### config.mk
export PLATFORM = sky130hd
export DESIGN_NAME = lcd_write_ctrl
export DESIGN_NICKNAME = d
export VERILOG_FILES = /design/src/rtl/lcd_write_ctrl.sv
export SDC_FILE = /design/constraint.sdc
export NUM_CORES = 1
export LEC_CHECK = 0
export CAP_MARGIN = 20
export CORE_ASPECT_RATIO = 1.2
export CORE_MARGIN = 5
export CORE_UTILIZATION = 51
export CTS_CLUSTER_DIAMETER = 150
export CTS_CLUSTER_SIZE = 16
export DETAILED_ROUTE_END_ITERATION = 6
export MAX_ROUTING_LAYER = met4
export PLACE_DENSITY = 0.8
export SLEW_MARGIN = 40
export SYNTH_ARGS = -nofsm -noshare
export SYNTH_HDL_FRONTEND = slang
export SYNTH_SLANG_ARGS = --single-unit
### constraint.sdc
create_clock -name clk -period 3.5 [get_ports clk]
set_clock_uncertainty 0.2 [all_clocks]
set_input_delay 0.875 -clock clk [delete_from_list [all_inputs] [get_ports clk]]
set_output_delay 0.875 -clock clk [all_outputs]
set_load 0.05 [all_outputs]
### src/rtl/lcd_write_ctrl.sv
// lcd_write_ctrl: queues LSU LCD stores and plays each out as a timed HD44780 write cycle.
// Define LCD_INIT_SEQ_EN to add a power-on delay plus controller init sequence after reset.
module lcd_write_ctrl #(
    parameter int FIFO_DEPTH    = 4,
    parameter int T_SETUP_CYC   = 3,
    parameter int T_EN_CYC      = 12,
    parameter int T_HOLD_CYC    = 2,
    parameter int T_SHORT_CYC   = 2000,
    parameter int T_LONG_CYC    = 82000,
    parameter int T_POWERUP_CYC = 750000
) (
    input  logic        clk,
    input  logic        reset,
    input  logic        i_lcd_wr,
    input  logic [31:0] i_lcd_cmd,
    input  logic        i_ovf_clr,
    output logic        o_lcd_on,
    output logic        o_lcd_en,
    output logic        o_lcd_rs,
    output logic        o_lcd_rw,
    output logic [7:0]  o_lcd_data,
    output logic        o_busy,
    output logic        o_ovf,
    output logic [31:0] o_status
);
    function automatic int max_of(input int a, input int b);
        return (a > b) ? a : b;
    endfunction

    localparam int AW = $clog2(FIFO_DEPTH);
    localparam int CW = AW + 1;
    localparam int T_MAX = max_of(max_of(max_of(T_SETUP_CYC, T_EN_CYC), max_of(T_HOLD_CYC, T_SHORT_CYC)),
                                  max_of(T_LONG_CYC, T_POWERUP_CYC));
    localparam int TW = $clog2(T_MAX + 1);
    localparam logic [7:0] INIT_CMDS [4] = '{8'h38, 8'h0C, 8'h01, 8'h06};

`ifdef LCD_INIT_SEQ_EN
    typedef enum logic [2:0] {S_INIT, S_IDLE, S_SETUP, S_PULSE, S_HOLD, S_WAIT} state_t;
    localparam state_t        RST_STATE = S_INIT;
    localparam logic [TW-1:0] RST_TIMER = TW'(T_POWERUP_CYC - 1);
    localparam logic          RST_INIT  = 1'b1;
`else
    typedef enum logic [2:0] {S_IDLE, S_SETUP, S_PULSE, S_HOLD, S_WAIT} state_t;
    localparam state_t        RST_STATE = S_IDLE;
    localparam logic [TW-1:0] RST_TIMER = '0;
    localparam logic          RST_INIT  = 1'b0;
`endif

    state_t        state_q, state_d;
    logic [TW-1:0] timer_q, timer_d;
    logic [9:0]    mem_q [FIFO_DEPTH];
    logic [9:0]    mem_d [FIFO_DEPTH];
    logic [AW-1:0] wr_q, wr_d, rd_q, rd_d;
    logic [CW-1:0] count_q, count_d;
    logic          on_q, on_d, en_q, en_d, rs_q, rs_d, ovf_q, ovf_d;
    logic [7:0]    data_q, data_d;
    logic          init_act_q, init_act_d;
    logic [1:0]    init_idx_q, init_idx_d;
    logic          full, empty, push, pop, done, is_long;
    logic [2:0]    count_sat;
    logic          unused_cmd_bits;

    assign full            = count_q == CW'(FIFO_DEPTH);
    assign empty           = count_q == '0;
    assign push            = i_lcd_wr && !full;
    assign done            = timer_q == '0;
    assign is_long         = !rs_q && (data_q == 8'h01 || data_q == 8'h02 || data_q == 8'h03);
    assign count_sat       = (32'(count_q) > 7) ? 3'd7 : 3'(count_q);
    assign unused_cmd_bits = ^{i_lcd_cmd[30:10], i_lcd_cmd[8]};

    always_comb begin
        state_d    = state_q;
        timer_d    = done ? '0 : timer_q - TW'(1);
        on_d       = on_q;
        en_d       = en_q;
        rs_d       = rs_q;
        data_d     = data_q;
        init_act_d = init_act_q;
        init_idx_d = init_idx_q;
        pop        = 1'b0;
        case (state_q)
`ifdef LCD_INIT_SEQ_EN
            S_INIT: state_d = done ? S_IDLE : S_INIT;
`endif
            S_IDLE: begin
                // Pending init commands take priority; user words stay queued until init finishes.
                if (init_act_q) begin
                    state_d    = S_SETUP;
                    timer_d    = TW'(T_SETUP_CYC - 1);
                    on_d       = 1'b1;
                    rs_d       = 1'b0;
                    data_d     = INIT_CMDS[init_idx_q];
                    init_idx_d = init_idx_q + 2'd1;
                    init_act_d = init_idx_q != 2'd3;
                end else if (!empty) begin
                    pop                  = 1'b1;
                    state_d              = S_SETUP;
                    timer_d              = TW'(T_SETUP_CYC - 1);
                    {on_d, rs_d, data_d} = mem_q[rd_q];
                end
            end
            S_SETUP: if (done) begin
                state_d = S_PULSE;
                timer_d = TW'(T_EN_CYC - 1);
                en_d    = 1'b1;
            end
            S_PULSE: if (done) begin
                state_d = S_HOLD;
                timer_d = TW'(T_HOLD_CYC - 1);
                en_d    = 1'b0;
            end
            S_HOLD: if (done) begin
                state_d = S_WAIT;
                timer_d = is_long ? TW'(T_LONG_CYC - 1) : TW'(T_SHORT_CYC - 1);
            end
            S_WAIT: state_d = done ? S_IDLE : S_WAIT;
            default: state_d = S_IDLE;
        endcase
        mem_d = mem_q;
        if (push) mem_d[wr_q] = {i_lcd_cmd[31], i_lcd_cmd[9], i_lcd_cmd[7:0]};
        wr_d    = wr_q + AW'(push);
        rd_d    = rd_q + AW'(pop);
        count_d = count_q + CW'(push) - CW'(pop);
        // A drop wins over a simultaneous clear so no overflow is ever lost.
        ovf_d   = (ovf_q && !i_ovf_clr) || (i_lcd_wr && full);
    end

    always_ff @(posedge clk) begin
        if (reset) begin
            state_q    <= RST_STATE;
            timer_q    <= RST_TIMER;
            wr_q       <= '0;
            rd_q       <= '0;
            count_q    <= '0;
            on_q       <= 1'b0;
            en_q       <= 1'b0;
            rs_q       <= 1'b0;
            data_q     <= '0;
            ovf_q      <= 1'b0;
            init_act_q <= RST_INIT;
            init_idx_q <= '0;
        end else begin
            state_q    <= state_d;
            timer_q    <= timer_d;
            wr_q       <= wr_d;
            rd_q       <= rd_d;
            count_q    <= count_d;
            on_q       <= on_d;
            en_q       <= en_d;
            rs_q       <= rs_d;
            data_q     <= data_d;
            ovf_q      <= ovf_d;
            init_act_q <= init_act_d;
            init_idx_q <= init_idx_d;
        end
    end

    always_ff @(posedge clk) mem_q <= mem_d;

    assign o_lcd_on   = on_q;
    assign o_lcd_en   = en_q;
    assign o_lcd_rs   = rs_q;
    assign o_lcd_rw   = 1'b0;
    assign o_lcd_data = data_q;
    assign o_ovf      = ovf_q;
    assign o_busy     = state_q != S_IDLE || !empty || init_act_q;
    assign o_status   = {25'b0, count_sat, 1'b0, ovf_q, full, o_busy};
endmodule

==> summary.txt, run 1 <==
Critical path
  – Crit Path Class: flop to primary output
  – Crit Path Max Fanout: 5
  – Crit start category: flop
  – CP Capture Type: primary output
  – CP required: about 2.4 ns
  – Worst Path Arrival: roughly 2.1 ns

Detailed routing
  – # DRC: 0
  – Initial drt markers: 121
  – Drt pass-1 iters: 4
  – Drt via density: ~5.2
  – Vias: 2,355
  – Post-DRT Antenna Nets: 0
  – Wire per inst: 14.2 µm
  – Post-Route WL: roughly 6.5 mm

Clocking
  – CTS Sinks: 85
  – Postcts setup bufs: 0
  – Post-CTS Hold Fix Bufs: 0
  – CTS tree: done
  – CTS Buf Count: 9
  – CTS clk-pin slew, worst paths: around 0.080 ns
  – Clk buf depth: 2
  – Worst skew pair latency: between 0.3 and 0.4 ns
  – Htree depth: 3
  – Root Driver: clkbuf_8
  – Post_cts resized: 0

GRT
  – Vias in the first global route: 2,345
  – Largest net degree at the start of global routing: 31
  – Gr ovfl total: 0
  – Initial antenna violation count: 0
  – First-pass GRT wire length: around 11 mm
  – Total Routing Usage GR: between 15 and 20%

Synthesis
  – Synthesized instance count: ~330
  – Prevailing post-synth register cell: dfxtp_1
  – Asr flop ratio synth: 0%
  – Synth unique cells: between 40 and 50
  – Seq/Total Area, Yosys: 55.4%
  – Post-Syn Area: ~0.0038 mm²
  – Yosys warns: 0
  – Post-synth EDFFs: 40
  – Seq cells post-synth: 85
  – Post-Syn Area per Cell: 11.6 µm²

Power and ir drop
  – PnR Total Power: 3.95 mW
  – Pwr dens: 925 mW/mm²
  – Peak supply drop: between 0.4 and 0.5 mV
  – Leakage: between 1.5 and 2 nW

Layout
  – Commonest non-fill, non-tap cells in the layout: 45 x dfxtp_1, 44 x nor2_1, 40 x edfxtp_1
  – Commonest non-fill, non-tap cell in the layout: dfxtp_1
  – Area grow syn2layout: 12.7%
  – Final Cell Area: between 0.004 and 0.005 mm²
  – Share of layout cells above drive strength 1: a little over a tenth
  – Non-Filler Instances: around 460
  – Antenna cells: 0
  – Final #Nets: 407

STA
  – Fin. max-slew vios: 0
  – Min Hold Slack: roughly 0.31 ns
  – RSZ-0062 raised after global routing: false
  – FMAX: between 0.3 and 0.4 GHz
  – Tightest Pin Transition: about 0.77 ns
  – Min cycle time layout: between 3 and 4 ns
  – Tcrit/Tclk final: between 90% and 100%
  – Setup TNS: 0 ns
  – Slew headroom: 48.6%
  – Final setup vio count: 0
  – Final hold violation count: 0

Placement
  – Hpwl dp: roughly 4.8 mm
  – DP Cell Count: 440
  – Placer Congestion: 0.842
  – Placed instance area: 0.00410 mm²
  – Count of input and output buffers: 32

Status
  – Status: finished, final reports clean

Floorplanning
  – Top Ports: 82
  – Die span in y: roughly 100 µm
  – Core area: 0.00723 mm²
  – Row cnt: 34
  – Die area: 0.00926 mm²
  – Die W: 88.7 µm
  – Initial Util: a little over half

Hold path
  – Min-delay worst type: flop to flop

Job
  – Max_cap viols: 0
## cell type report
cell class              count  area (µm²)
clock inverters             7        52.6
inverters                   9        33.8
well taps                  90         113
flip-flops and latches     85        2100
repair buffers             38         365
clock buffers               9         124
fillers                   609        2960
multi-input cells         218        1480
## kinds of logic (layout without fill, tap and decap cells)
logic type	Yosys count	after routing	share of synthesized area, %
mux	15	15	7.26
xor+xnor	23	23	5.31
flops	85	85	55.4
compound gates	34	34	6.04
buf+inv	49	63	8.05
simple gates	109	109	14.3
fa+ha+maj	10	10	3.50
other cells	1	27	0.0989
## cells in the mapped netlist (2+ instances only)
master / n / area share, %
a211oi_1: 4 / 0.79
a21oi_1: 8 / 1.1
a22oi_1: 3 / 0.59
a311oi_1: 2 / 0.46
buf_4: 30 / 5.9
clkbuf_1: 7 / 0.69
dfxtp_1: 45 / 24
edfxtp_1: 40 / 32
ha_1: 9 / 3.0
inv_1: 9 / 0.89
mux2i_1: 5 / 1.3
mux4_2: 10 / 5.9
nand2_1: 14 / 1.4
nand2b_1: 5 / 0.83
nand3_1: 6 / 0.79
nand4_1: 2 / 0.33
nor2_1: 44 / 4.4
nor2b_1: 4 / 0.66
nor3_1: 15 / 2.0
nor3b_1: 2 / 0.40
nor4_1: 5 / 0.83
o21a_1: 2 / 0.40
o21ai_0: 9 / 1.2
or2_2: 2 / 0.33
or3_1: 2 / 0.33
or4_4: 2 / 0.59
xnor2_1: 19 / 4.4
xor2_1: 4 / 0.92
## worst paths after layout
| check | startpoint | endpoint | slack (ns) | cells after the start |
|---|---|---|---|---|
| worst max-delay path | count_q[1]$_SDFF_PP0_ | o_status[0] | 0.34 | 4 |
| worst min-delay path | init_idx_q[1]$_SDFFE_PP0P_ | init_idx_q[1]$_SDFFE_PP0P_ | 0.31 | 2 |
| worst max register to register | timer_q[13]$_SDFF_PP0_ | timer_q[9]$_SDFF_PP0_ | 0.82 | 5 |
| worst min register to register | init_idx_q[1]$_SDFFE_PP0P_ | init_idx_q[1]$_SDFFE_PP0P_ | 0.31 | 2 |
## sequential cells by signal, indices dropped and copies added (netlist names), 2 cells and up
signal / flops
count_q: 3
init_idx_q: 2
mem_q: 40
o_lcd_data: 8
rd_q: 2
state_q: 3
timer_q: 20
wr_q: 2
## routing by layer
metal	track usage [%]	part of all wire [%]	up-vias
li1	-	-	1178
met1	16.8	40	1120
met2	27.0	54	44
met3	2.85	4.0	13
met4	7.34	2.4	0
met5	-	0	-
## metrics by stage
stage / utilization [%] / setup slack (ns)
global placement: 56.6 / 0.488
CTS: 59.1 / 0.306
detailed placement: 56.6 / 0.436
finish: 59.1 / 0.337
global route: 59.1 / 0.198
floorplan: - / 0.705
## critical path, cell delays in order, from the launching register on
cell and delay [ns]:
dfxtp_1 0.37, or3_1 0.43, nor2_1 0.11, nand2_1 0.11, clkdlybuf4s50_1 0.72
## where the power goes
group	switching, mW	leakage [nW]	internal (mW)
Sequential	0.208	0.735	1.27
Clock	0.351	0.0791	0.258
Combinational	1.12	0.727	0.751
Total	1.68	1.54	2.27
(Power assumes the default switching activity.)
==> run 2: changes to the inputs <==
==> constraint.sdc (replaced) <==
create_clock -name clk -period 3.5 [get_ports clk]
set_clock_uncertainty 0.2 [all_clocks]
set_input_delay 0.875 -clock clk [delete_from_list [all_inputs] [get_ports clk]]
set_output_delay 0.875 -clock clk [all_outputs]
set_load 0.1 [all_outputs]
==> run 2 against run 1 <==
Total power up 11%. Largest power group unchanged. Routed wire length up 0.65%. Combinational power up 20%. Sequential power barely moved. Register-to-register slack got worse by 0.03 ns. Final cell count shrank 0.22%. Count of clock-buffer cells in the layout stayed put. Non-clock buffer count fell by 1.
==> summary.txt, run 2 (synthesis gave the netlist of run 1 again) <==
Floorplanning
  – Initial Util: between 50% and 60%
  – Die area: 0.00926 mm²
  – Die span in y: ~100 µm
  – Row cnt: 34
  – Die W: roughly 90 µm
  – Top Ports: 82
  – Core area: about 0.0072 mm²

Status
  – Status: finished, final reports clean

Power and ir drop
  – Pwr dens: between 1000 and 1500 mW/mm²
  – Peak supply drop: ~0.63 mV
  – Leakage: 1.58 nW

STA
  – Final setup vio count: 0
  – Final hold violation count: 0
  – Tightest Pin Transition: about 0.70 ns
  – Min Hold Slack: about 0.32 ns
  – FMAX: about 0.37 GHz
  – Fin. max-slew vios: 0
  – Slew headroom: a little over half
  – Post-route worst setup slack: around 0.79 ns
  – Setup TNS: 0 ns
  – Min cycle time layout: ~2.7 ns
  – RSZ-0062 raised after global routing: false
  – Tcrit/Tclk final: 77.5%

Clocking
  – Worst skew pair latency: 0.35 ns
  – Post-CTS Hold Fix Bufs: 0
  – CTS clk-pin slew, worst paths: 0.09 ns
  – CTS tree: done
  – CTS Sinks: 85
  – Post_cts resized: 0
  – Htree depth: 3
  – CTS Buf Count: 9
  – Clk buf depth: 2
  – Root Driver: clkbuf_8
  – Postcts setup bufs: 0

Critical path
  – R2R Setup Slk: about 0.79 ns
  – Worst path slowest cell: nor4_2
  – CP required: between 3 and 4 ns
  – Worst Path Arrival: approximately 2.8 ns
  – Critical-path cell list: nor4_2 -> nand3_2 -> or3_1 -> or4_4 -> o21ai_0
  – Worst r2r path cells: 5
  – Max incr delay on CP: just over 0.6 ns
  – Crit Path Max Fanout: 9
  – FF-to-FF End: timer_q[9]$_SDFF_PP0_
  – Delay-heaviest family, CP: simple AND/OR/NAND/NOR gates
  – Crit Path Class: flop to flop
  – Buffers and inverters on the worst path: 0
  – RR Startpoint: timer_q[7]$_SDFF_PP0_
  – Crit start category: flop
  – CP Capture Type: flop

Layout
  – Final #Nets: 406
  – Commonest non-fill, non-tap cells in the layout: 44 x nor2_1, 44 x dfxtp_1, 40 x edfxtp_1
  – Area grow syn2layout: 12.0%
  – Max reg flops: 40
  – Largest reg by FF count: mem_q
  – Share of layout cells above drive strength 1: 16.7%
  – Antenna cells: 0
  – Non-Filler Instances: around 460

Detailed routing
  – Drt pass-1 iters: 4
  – # DRC: 0
  – Initial drt markers: 98
  – Wire per inst: around 14 µm
  – Drt via density: approximately 5.2
  – Post-Route WL: ~6.5 mm
  – Vias: approximately 2,400
  – Post-DRT Antenna Nets: 0

GRT
  – Gr ovfl total: 0
  – Vias in the first global route: 2,329
  – Initial antenna violation count: 0
  – First-pass GRT wire length: between 10 and 15 mm
  – Total Routing Usage GR: 15.5%
  – Largest net degree at the start of global routing: 30

Hold path
  – Min-delay worst type: flop to flop
  – Hold Path Sink: o_lcd_data[4]$_SDFFE_PP0P_
  – Min-Delay Path Depth: 2
  – Hold_sp: o_lcd_data[4]$_SDFFE_PP0P_

Placement
  – Pre-CTS WS: about 0.45 ns
  – Placer Congestion: approximately 0.84
  – Count of input and output buffers: 32
  – Hpwl dp: 4.82 mm
  – DP Cell Count: 439

Job
  – Max_cap viols: 0
[run 2: how the worst max path moves through the flow]
| stage | end | slack (ns) | cells after the start | start |
|---|---|---|---|---|
| after detailed placement | count_q[2]$_SDFF_PP0_ | 0.45 | 10 | i_lcd_wr |
| after floorplan | o_status[0] | 0.02 | 4 | count_q[0]$_SDFF_PP0_ |
| final | timer_q[9]$_SDFF_PP0_ | 0.79 | 5 | timer_q[7]$_SDFF_PP0_ |
| after CTS | o_busy | 0.77 | 4 | count_q[0]$_SDFF_PP0_ |
| after global placement | count_q[2]$_SDFF_PP0_ | 0.49 | 10 | i_lcd_wr |
| after global routing | count_q[2]$_SDFF_PP0_ | 0.57 | 12 | state_q[1]$_SDFFE_PP0P_ |
[run 2: worst register-to-register path: cells and delay by family, from the launching register on]
family             cells  cell delay, ns
AOI/OAI and AO/OA      1            0.08
DFF                    1            0.34
and+or+nand+nor        4            2.02
[run 2: per-stage QoR]
stage	power, mW	utilization, %	cell area, µm²
floorplan	3.34	-	3890
global route	4.69	58.7	4250
CTS	4.42	58.6	4240
finish	4.39	58.7	4250
detailed placement	3.73	55.9	4040
global placement	3.68	55.9	4040
[run 2: cell type report]
| cell class | count | area (µm²) |
|---|---|---|
| Fill cell | 615 | 2990 |
| Sequential cell | 85 | 2100 |
| Multi-Input combinational cell | 218 | 1490 |
| Timing Repair Buffer | 37 | 310 |
| Clock buffer | 9 | 124 |
| Tap cell | 90 | 113 |
| Clock inverter | 7 | 75.1 |
| Inverter | 9 | 33.8 |
[run 2: report_power, final]
group          switching [mW]  leakage (nW)  internal [mW]
clock network           0.350        0.0918          0.332
registers               0.209         0.736           1.27
logic                    1.51         0.753          0.724
total                    2.07          1.58           2.32
[run 2: per-layer routing]
| layer | up-vias | part of all wire, % | routed length, µm | track usage [%] |
|---|---|---|---|---|
| met5 | - | 0 | 0 | - |
| met4 | 0 | 1.2 | 81 | 5.40 |
| met3 | 9 | 3.9 | 252 | 3.17 |
| met2 | 45 | 55 | 3590 | 27.1 |
| met1 | 1134 | 40 | 2610 | 17.2 |
| li1 | 1172 | - | - | - |
==> run 3: changes to the inputs <==
==> constraint.sdc (replaced) <==
create_clock -name clk -period 2.6 [get_ports clk]
set_clock_uncertainty 0.2 [all_clocks]
set_input_delay 0.65 -clock clk [delete_from_list [all_inputs] [get_ports clk]]
set_output_delay 0.65 -clock clk [all_outputs]
set_load 0.1 [all_outputs]
==> run 3 against run 2 <==
Non-clock buffer count increased by 18. First-iteration DRC count is 7.1% higher. Routed wire length increased by 8.6%. Die area is the same. Clock power rose by 54%. Total power is 46% higher. Count of clock-buffer cells in the layout unchanged. Fmax is 8.4% higher. Critical path depth unchanged. Core utilization up 3.5 points. Global-route usage increased by 1.6 points. Critical path type unchanged. Highest routed layer unchanged.
==> summary.txt, run 3 (synthesis gave the netlist of run 1 again) <==
Critical path
  – CP Capture Type: flop
  – Crit Path Max Fanout: 5
  – Crit start category: flop
  – Crit Path Class: flop to flop
  – Worst Path Arrival: around 2.6 ns
  – CP required: between 2 and 3 ns

Placement
  – Count of input and output buffers: 32
  – Placed instance area: around 0.0042 mm²
  – Placer Congestion: about 0.84
  – Hpwl dp: 5.19 mm

GRT
  – GRT met1 Usage: between 10% and 20%
  – First-pass GRT wire length: between 10 and 15 mm
  – Met2 GRT Util: 29.6%
  – Gr ovfl total: 0
  – Met3 usage: between 4 and 5%
  – Initial antenna violation count: 0
  – Total Routing Usage GR: about 17%
  – Vias in the first global route: between 2,000 and 2,500
  – Largest net degree at the start of global routing: 30
  – Gr busiest metal: met2

Floorplanning
  – Core area: 0.00723 mm²
  – Top Ports: just over 80
  – Die W: between 80 and 90 µm
  – Die area: 0.00926 mm²
  – Initial Util: between 50% and 60%
  – Die span in y: 104 µm
  – Row cnt: 34

Detailed routing
  – Wire per inst: about 15 µm
  – Initial drt markers: approximately 110
  – # DRC: 0
  – Drt via density: 5.26
  – Post-Route WL: a little over 7 mm
  – Post-DRT Antenna Nets: 0
  – Vias: ~2,500
  – Drt pass-1 iters: 5

Clocking
  – Worst skew pair latency: roughly 0.35 ns
  – CTS clk-pin slew, worst paths: roughly 0.09 ns
  – CTS Buf Count: 9
  – CTS Sinks: between 80 and 90
  – Clk buf depth: 2
  – Root Driver: clkbuf_8
  – Post-CTS Hold Fix Bufs: 0
  – Htree depth: 3
  – CTS tree: done

STA
  – Slew headroom: 64.5%
  – Tcrit/Tclk final: a little over nine tenths
  – RSZ-0062 raised after global routing: false
  – Min cycle time layout: between 2 and 3 ns
  – Final setup vio count: 0
  – Tightest Pin Transition: 0.532 ns
  – Final hold violation count: 0
  – Setup TNS: 0 ns
  – Fin. max-slew vios: 0
  – FMAX: between 0.3 and 0.4 GHz

Layout
  – Final Cell Area: between 0.004 and 0.005 mm²
  – Area grow syn2layout: 18.6%
  – Final #Nets: ~420
  – Commonest non-fill, non-tap cell in the layout: nor2_1
  – Antenna cells: 0
  – Share of layout cells above drive strength 1: 22.5%
  – Max reg flops: 40
  – Commonest non-fill, non-tap cells in the layout: 44 x nor2_1, 42 x dfxtp_1, 40 x edfxtp_1
  – Largest reg by FF count: mem_q
  – Footprint of the multi-input gates: between 0.0015 and 0.002 mm²
  – Register area: between 0.002 and 0.0025 mm²
  – Fill count: 592

Hold path
  – Min-delay worst type: flop to flop

Power and ir drop
  – Leakage: ~1.7 nW
  – Sw Share: between 40% and 50%
  – Power Internal: approximately 3.5 mW
  – Power share of the sequential group: a little under a third
  – Switching Power: ~2.9 mW
  – PnR Total Power: between 6 and 7 mW
  – Clock power frac: 16.4%
  – Peak supply drop: ~1.6 mV
  – Pwr dens: about 1400 mW/mm²
  – Comb pwr share: a little over half

Status
  – Status: finished, final reports clean

Job
  – Max_cap viols: 0
run 3: what timing repair did:
action | CTS | global route
setup buffers | 0 | 2
endpoints found under the setup margin | 0 | 3
gates resized for setup | 0 | 6
run 3: metrics by stage:
step	instances	setup WS, ns	util, %	hold slack [ns]
finish	473	0.0983	62.2	0.304
detailed placement	455	-0.232	58.5	0.294
floorplan	352	0.0236	-	0.269
global route	473	0.00834	62.2	0.339
CTS	471	0.0649	61.6	0.307
global placement	455	-0.148	58.5	0.289
run 3: cell type report:
| cell class | count | share of cell area [%] |
|---|---|---|
| repair buffers | 55 | 11.0 |
| flip-flops and latches | 85 | 47.0 |
| clock buffers | 9 | 2.75 |
| clock inverters | 7 | 2.34 |
| inverters | 9 | 0.751 |
| multi-input cells | 218 | 33.6 |
| well taps | 90 | 2.50 |
run 3: worst max-delay path, stage by stage, from the launching register on:
cell     delay, ns
dfxtp_1       0.34
or3_4         0.41
or4_4         0.47
or3_4         0.39
or4_4         0.53
o21ai_0       0.09
run 3: power groups by stage:
stage          Clock [mW]  Combinational, mW  Sequential [mW]
4_1_cts              1.08               3.38             1.97
6_report             1.05               3.41             1.97
2_1_floorplan           0               2.02             2.50
3_3_place_gp            0               3.28             1.98
3_5_place_dp            0               3.35             1.99
5_1_grt              1.14               3.69             2.01
run 3: path summary, 6_finish.rpt:
kind	startpoint	endpoint	slack (ns)	cells past startpoint
setup / recovery	timer_q[13]$_SDFF_PP0_	timer_q[8]$_SDFF_PP0_	0.1	5
hold / removal	init_idx_q[1]$_SDFFE_PP0P_	init_idx_q[1]$_SDFFE_PP0P_	0.30	2
setup reg to reg	timer_q[13]$_SDFF_PP0_	timer_q[8]$_SDFF_PP0_	0.1	5
hold reg to reg	init_idx_q[1]$_SDFFE_PP0P_	init_idx_q[1]$_SDFFE_PP0P_	0.30	2
run 3: layer usage:
layer / vias to the layer above / part of all wire, %
met2: 50 / 55
li1: 1209 / -
met3: 13 / 5.0
met1: 1216 / 38
met5: - / 0
met4: 0 / 1.6
